$ cat config.mk
export PLATFORM = sky130hd
export DESIGN_NAME = branch_resolve_ctrl
export DESIGN_NICKNAME = d
export VERILOG_FILES = /design/src/rtl/branch_resolve_ctrl.sv
export SDC_FILE = /design/constraint.sdc
export NUM_CORES = 1
export LEC_CHECK = 0
export ABC_AREA = 1
export CELL_PAD_IN_SITES_DETAIL_PLACEMENT = 1
export CELL_PAD_IN_SITES_GLOBAL_PLACEMENT = 2
export CORE_UTILIZATION = 35
export CTS_CLUSTER_SIZE = 10
export DETAILED_ROUTE_END_ITERATION = 7
export DONT_BUFFER_PORTS = 1
export GPL_TIMING_DRIVEN = 0
export PLACE_DENSITY = 0.78
export SLEW_MARGIN = 40
export SYNTH_ARGS = -nofsm -noshare
export SYNTH_HDL_FRONTEND = slang
export SYNTH_SLANG_ARGS = --single-unit
$ cat constraint.sdc
create_clock -name clk -period 1.4 [get_ports clk]
set_input_delay 0 -clock clk [delete_from_list [all_inputs] [get_ports clk]]
set_output_delay 0 -clock clk [all_outputs]
set_load 0.02 [all_outputs]
$ cat src/rtl/branch_resolve_ctrl.sv
// Branch resolution sequencer between decode and the branch comparator.
// Holds decode while forwarded operands are pending, then redirects fetch on a taken branch.
module branch_resolve_ctrl #(
  parameter int unsigned WIDTH    = 32,
  parameter int unsigned MAX_WAIT = 4,
  parameter int unsigned CNT_W    = 16
) (
  input  logic             clk,
  input  logic             rst_n,
  input  logic             br_valid,
  output logic             br_ready,
  input  logic [2:0]       br_op,
  input  logic [WIDTH-1:0] br_target,
  input  logic [WIDTH-1:0] op1,
  input  logic [WIDTH-1:0] op2,
  input  logic             op1_pending,
  input  logic             op2_pending,
  input  logic             kill,
  output logic             stall_d,
  output logic             flush_f,
  output logic             pc_redirect,
  output logic [WIDTH-1:0] redirect_pc,
  output logic [CNT_W-1:0] taken_cnt,
  output logic [CNT_W-1:0] resolved_cnt,
  output logic             err_timeout
);

  localparam int unsigned WaitW = $clog2(MAX_WAIT + 1);
  localparam logic [WaitW-1:0] WaitLimit = WaitW'(MAX_WAIT);

  localparam logic [2:0] OpBeq  = 3'b001;
  localparam logic [2:0] OpBne  = 3'b100;
  localparam logic [2:0] OpBltz = 3'b110;

  typedef enum logic [1:0] {StIdle, StWait, StEval, StDone} state_e;

  state_e             state_q, state_d;
  logic [2:0]         op_q, op_d;
  logic [WIDTH-1:0]   target_q, target_d;
  logic [WIDTH-1:0]   a_q, a_d;
  logic [WIDTH-1:0]   b_q, b_d;
  logic [WaitW-1:0]   wait_cnt_q, wait_cnt_d;
  logic               taken_q, taken_d;
  logic               redirect_q, redirect_d;
  logic               err_q, err_d;
  logic [CNT_W-1:0]   taken_cnt_q, taken_cnt_d;
  logic [CNT_W-1:0]   resolved_cnt_q, resolved_cnt_d;

  logic               operands_ready;
  logic [WaitW-1:0]   wait_cnt_inc;
  logic               eval_taken;

  assign operands_ready = ~op1_pending & ~op2_pending;
  assign wait_cnt_inc   = wait_cnt_q + WaitW'(1);

  // Comparator works only on latched operands; BLTZ looks at the sign of op1 alone.
  always_comb begin
    eval_taken = 1'b0;
    case (op_q)
      OpBeq:   eval_taken = (a_q == b_q);
      OpBne:   eval_taken = (a_q != b_q);
      OpBltz:  eval_taken = a_q[WIDTH-1];
      default: eval_taken = 1'b0;
    endcase
  end

  always_comb begin
    state_d        = state_q;
    op_d           = op_q;
    target_d       = target_q;
    a_d            = a_q;
    b_d            = b_q;
    wait_cnt_d     = wait_cnt_q;
    taken_d        = taken_q;
    redirect_d     = 1'b0;
    err_d          = err_q;
    taken_cnt_d    = taken_cnt_q;
    resolved_cnt_d = resolved_cnt_q;

    unique case (state_q)
      StIdle: begin
        if (br_valid && !kill) begin
          op_d     = br_op;
          target_d = br_target;
          taken_d  = 1'b0;
          if (operands_ready) begin
            a_d     = op1;
            b_d     = op2;
            state_d = StEval;
          end else begin
            wait_cnt_d = '0;
            state_d    = StWait;
          end
        end
      end
      StWait: begin
        if (kill) begin
          state_d = StIdle;
        end else begin
          wait_cnt_d = wait_cnt_inc;
          // Operands arriving on the timeout edge take priority over the error.
          if (operands_ready) begin
            a_d     = op1;
            b_d     = op2;
            state_d = StEval;
          end else if (wait_cnt_inc == WaitLimit) begin
            err_d   = 1'b1;
            taken_d = 1'b0;
            state_d = StDone;
          end
        end
      end
      StEval: begin
        if (kill) begin
          state_d = StIdle;
        end else begin
          taken_d    = eval_taken;
          redirect_d = eval_taken;
          state_d    = StDone;
        end
      end
      StDone: begin
        state_d = StIdle;
        if (!kill) begin
          if (resolved_cnt_q != '1) resolved_cnt_d = resolved_cnt_q + CNT_W'(1);
          if (taken_q && (taken_cnt_q != '1)) taken_cnt_d = taken_cnt_q + CNT_W'(1);
        end
      end
      default: state_d = StIdle;
    endcase
  end

  always_ff @(posedge clk or negedge rst_n) begin
    if (!rst_n) begin
      state_q        <= StIdle;
      op_q           <= '0;
      target_q       <= '0;
      a_q            <= '0;
      b_q            <= '0;
      wait_cnt_q     <= '0;
      taken_q        <= 1'b0;
      redirect_q     <= 1'b0;
      err_q          <= 1'b0;
      taken_cnt_q    <= '0;
      resolved_cnt_q <= '0;
    end else begin
      state_q        <= state_d;
      op_q           <= op_d;
      target_q       <= target_d;
      a_q            <= a_d;
      b_q            <= b_d;
      wait_cnt_q     <= wait_cnt_d;
      taken_q        <= taken_d;
      redirect_q     <= redirect_d;
      err_q          <= err_d;
      taken_cnt_q    <= taken_cnt_d;
      resolved_cnt_q <= resolved_cnt_d;
    end
  end

  // redirect_q is only ever set for the DONE cycle; kill in DONE squashes it immediately.
  assign pc_redirect  = redirect_q & ~kill;
  assign flush_f      = redirect_q & ~kill;
  assign redirect_pc  = target_q;
  assign taken_cnt    = taken_cnt_q;
  assign resolved_cnt = resolved_cnt_q;
  assign err_timeout  = err_q;

  assign br_ready = (state_q == StIdle);
  assign stall_d  = ((state_q == StIdle) & br_valid) | (state_q == StWait) | (state_q == StEval);

endmodule
; ---- Word level (Yosys, flattened, before mapping)
; Cells that the tools add are included.
[word_totals]
register_bits = 139
latch_bits = 0
ram_bits = 0
mem_bits_ro = 0
inputBits = 105
out_inout_bits = 69
n_memories = 0
[op_classes]
add_sub_neg = 3
n_mul = 0
div = 0
magnitude_cmp = 0
n_eq_ne = 18
shift = 0
muxes = 28
bitwise_logic = 9
n_reduce_logical = 14
[op_table]
columns = operator, count
row1 = 2-to-1 mux 32 bit, 6
row2 = one-hot mux 32 bit (2 select lines), 2
row3 = "adder 16 x 1 -> 16 bit, second input constant", 2
row4 = == test 32 bit, 1
row5 = "inequality test 16 bit, second input constant", 2
row6 = inequality test 32 bit, 1
row7 = 2-to-1 mux 2 bit, 6
row8 = "inequality test 2 bit, second input constant", 5
row9 = "== test 3 bit, second input constant", 3
row10 = 2-to-1 mux 3 bit, 3
row11 = AND reduction 3 bit, 3
row12 = one-hot mux 2 bit (4 select lines), 1
row13 = AND reduction 4 bit, 2
row14 = 2-to-1 mux 1 bit, 7
row15 = one-hot mux 1 bit (3 select lines), 2
row16 = one-hot mux 3 bit (2 select lines), 1
row17 = AND reduction 6 bit, 1
row18 = "== test 2 bit, second input constant", 2
row19 = "inequality test 4 bit, second input constant", 1
row20 = NOT 1 bit, 4
row21 = AND reduction 2 bit, 2
row22 = "adder 3 x 1 -> 3 bit, second input constant", 1
row23 = bitwise AND 1 bit, 3
row24 = "== test 3 x 1 -> 1 bit, second input constant", 1
row25 = other kinds (8), 10

; ---- Longest topological paths before layout
[logic_depth]
word_depth = 6
ltp_mapped = 11
mapped_depth_nobuf = 11

; ---- Worst setup path before layout
; No wires, ideal clock.
[synth_path]
kind = reg2reg
startpoint = register state_q[1]
endpoint = register a_q[28]
arrival_ns = 1.546
t_required_ns = 1.275
slack_ns = -0.271
path_stages_with_launch = 8
period_less_slack_ns = 1.671
cell_sequence = dfrtp_1 nor2_2 inv_2 nor2_1 inv_2 nand3_4 buf_6 mux2_4
[synth_between]
elab_chain_len = 3
[synth_rtl]
columns = element, line
row1 = start: declaration, 37  ; state_e state_q, state_d;
row2 = start signal: assignment, 135  ; state_q <= StIdle;
row3 = start signal: assignment, 147  ; state_q <= state_d;
row4 = logical NOT 2 bit (*), -
row5 = via br_ready, 11  ; output logic br_ready,
row6 = inequality test 2 x 1 -> 1 bit (no line) / nonzero test 2 bit (equally long branches), -
row7 = AND reduction 3 bit (no line), -
row8 = end signal: assignment, 138  ; a_q <= '0;
row9 = end signal: assignment, 150  ; a_q <= a_d;
row10 = end: declaration, 40  ; logic [WIDTH-1:0] a_q, a_d;
; Mark *: on every way through the listed nets, which the timed path passes. The rest lies on a longest branch.
; A chain may end at the register's enable or synchronous reset.

; ---- Worst setup path in the final report
[layout_path]
startpoint = register state_q[1]
endpoint = register a_q[29]
; The elaborated chain is that of the path after synthesis.

==> results_dict.tcl <==
set metrics [dict create \
    p_clk_share_pct 23.3 \
    synth_top_family_by_area "simple AND/OR/NAND/NOR gates" \
    cts_tree "built" \
    drv_slew 0 \
    power.density_nw_per_um2 1850 \
    final_cell_area_um2 9820 \
    r2r_slack_ns -0.36 \
    crit_path_end_kind "register" \
    post_synth_and_or_nand_nor_area_fraction_pct 16.9 \
    setup_viol 138 \
    combPwrFrac_pct 35.8 \
    synthAdderAreaFrac_pct 0.774 \
    cts_hold_buf 102 \
    grt_pass1_wl_mm 30.4 \
    vias 5297 \
    die_area_um2 19000 \
    startpoint_type "register" \
    status "finished with violations" \
    ir_drop_mv 1.04 \
    grt.overflow.total 0 \
    synth_seq_cells 139 \
    final_hold_viol_count 139 \
    p_switching_mw 6.93 \
    clock_latency_ns 0.42 \
    grt_max_degree 140 \
    die_y_um 138 \
    ys_types 35 \
    synth_xor_xnor_area_share_pct 4.74 \
    power.leakage_nw 4.49 \
    die_x_um 138 \
    timing.max_cap.violations 0 \
    post_synth.cell_area_avg_um2 9.76 \
    track_usage_pct 21.3 \
    synthesis.instances 663 \
    criticalPathCategory "reg2reg" \
    tns_ns -30.38 \
    synth_compound_area_share_pct 6.11 \
    port_buffers 0 \
    syn_area_um2 6470 \
    violations "negative hold slack, negative setup slack" \
    total_power_mw 18.2 \
    ios 174 \
    fin_crit_ns 1.76 \
    ant_nets 0 \
    hp-class "in2async" \
    critPathRequiredTime_ns 1.70 \
    initial_utilization_pct 35.9 \
    drt_iter0_drc 163 \
    cts_buffer_depth 2 \
    place_area_um2 6900 \
    grt_pass1_vias 5840 \
    p_int_mw 11.3 \
    cts_root_buf "clkbuf_16" \
    wl_per_cell_um 18.6 \
    rsz0062_at_grt "yes" \
    synth_mux_area_share_pct 11.0 \
    cts.sink_count 139 \
    viasPerCell 4.90 \
    rows 49 \
    swShare_pct 38.1 \
    fillers 1911 \
    pwr-share-seq_pct 40.9 \
    cts.clk_slew.worst_paths_ns 0.06 \
    htreeDepth 4 \
    grt_antenna_before_repair 1 \
    period_share_pct 126 \
    wl_mm 20.1 \
    core_um2 18000 \
    layout-drive-gt1-share_pct 44.0 \
    synth_fp_nets 772 \
    finalNetCount 946 \
    setup_ws_ns -0.359 \
    tightest_slew_ns 0.596 \
    relSlewSlack_pct 60.1 \
    synthToLayoutAreaGrowth_pct 51.7 \
    finClkSkew_ns 0.00932 \
    numCtsBuffers 17 \
    dp_hpwl_mm 11.7 \
    cp.arrival_ns 2.06 \
    place_congestion 0.790 \
    hold_slack_ns -0.729 \
    drc 0 \
    worstPathMaxFanout 10 \
    ys_seq_area_share_pct 53.8 \
    yosysWarnings 0 \
    fmax_mhz 568 \
    drt_first_pass_iters 4 \
]
## synth_stat cells (all sizes together)
cell / n / area [µm²]
o21bai: 1 / 7.51
inv: 83 / 312
nor3: 12 / 70.1
o311a: 1 / 10.0
nor2: 91 / 352
mux2: 57 / 713
dfrtp: 139 / 3480
nor3b: 1 / 7.51
nand2: 124 / 470
a21o: 1 / 7.51
o211ai: 2 / 15.0
nand3: 20 / 118
nand4: 10 / 62.6
buf: 17 / 121
a22o: 1 / 8.76
ha: 4 / 50.1
xnor2: 18 / 158
xor2: 17 / 149
o31ai: 1 / 7.51
or2: 2 / 12.5
a21oi: 45 / 259
o21ai: 16 / 80.1
## cell families (layout without fill, tap and decap cells)
| group | after synthesis | count (layout) |
|---|---|---|
| muxes | 57 | 57 |
| AOI/OAI and AO/OA | 68 | 68 |
| buffers and inverters | 100 | 287 |
| adders and majority gates | 4 | 4 |
| xor gates and xnor gates | 35 | 35 |
| other | 0 | 2 |
| DFF | 139 | 139 |
| and+or+nand+nor | 260 | 260 |
## cells in the final DEF (no fill, tap or decap), drive strengths merged, types with 4 or more instances in the layout
| cell type | n |
|---|---|
| dfrtp | 139 |
| o21ai | 16 |
| clkinv | 4 |
| dlygate4sd3 | 102 |
| xnor2 | 18 |
| buf | 65 |
| a21oi | 45 |
| nand2 | 124 |
| inv | 89 |
| mux2 | 57 |
| ha | 4 |
| nand3 | 20 |
| nor3 | 12 |
| clkinvlp | 4 |
| clkbuf | 23 |
| nor2 | 91 |
| nand4 | 10 |
| xor2 | 17 |
## layout make-up
type	instances	area, µm²	area share, %
Antenna cell	2	5.00	0.0510
Timing Repair Buffer	155	1560	15.9
Sequential cell	139	3510	35.8
Clock buffer	18	439	4.47
Clock inverter	14	110	1.12
Multi-Input combinational cell	424	3300	33.6
Inverter	83	327	3.33
Buffer	17	275	2.80
Tap cell	229	287	2.92
## critical path, cell delays in order (launching register included)
cell,delay (ns)
dfrtp_2,0.44
nor2_4,0.29
inv_4,0.09
nor2_4,0.11
inv_2,0.06
nand3_4,0.14
buf_12,0.19
mux2_4,0.31
## sequential cells by signal, summed over array words and instances, names as in the netlist, 2 cells and up
register,count
wait_cnt_q,3
b_q,32
taken_cnt,16
resolved_cnt,16
state_q,2
redirect_pc,32
op_q,3
a_q,32
## power groups by stage
stage                     sequential, mW  combinational, mW  clock, mW
final                               7.44               6.52       4.24
after global routing                7.62               7.12       4.52
after CTS                           7.31               5.18       4.32
after detailed placement            7.36               4.27          0
after global placement              7.25               4.05          0
after floorplan                     7.00               3.48          0
## worst paths after layout
path,from,endpoint,cells past startpoint
max in group asynchronous,rst_n,resolved_cnt[1],0
worst max register to register,state_q[1],a_q[29],7
worst min register to register,a_q[14],a_q[14],2
worst max-delay path,state_q[1],a_q[29],7
min in group clk,kill,flush_f,1
worst min-delay path,rst_n,a_q[8],0
## through the flow
step	instances	worst slack [ns]	utilization (%)
3_5_place_dp	892	-0.399	38.3
4_1_cts	1055	-0.342	50.3
2_1_floorplan	663	-0.156	-
3_3_place_gp	892	-0.404	38.3
6_report	1081	-0.359	54.5
5_1_grt	1080	-0.416	54.4
## metal layers
layer | track usage [%] | part of all wire, % | up-vias
met4 | 7.91 | 2.3 | 0
met5 | 0 | 0 | -
met1 | 24.7 | 39 | 2661
met3 | 5.04 | 4.3 | 34
met2 | 37.9 | 54 | 136
li1 | - | - | 2466
## what timing repair did
item / in CTS / in global routing
gates resized for setup: 108 / 159
setup endpoints to repair: 139 / 140
cloned: 2 / 5
hold endpoints to repair: 249 / 139
setup buffers: 27 / 24
pin swaps: 28 / 50
(Power assumes the default switching activity.)
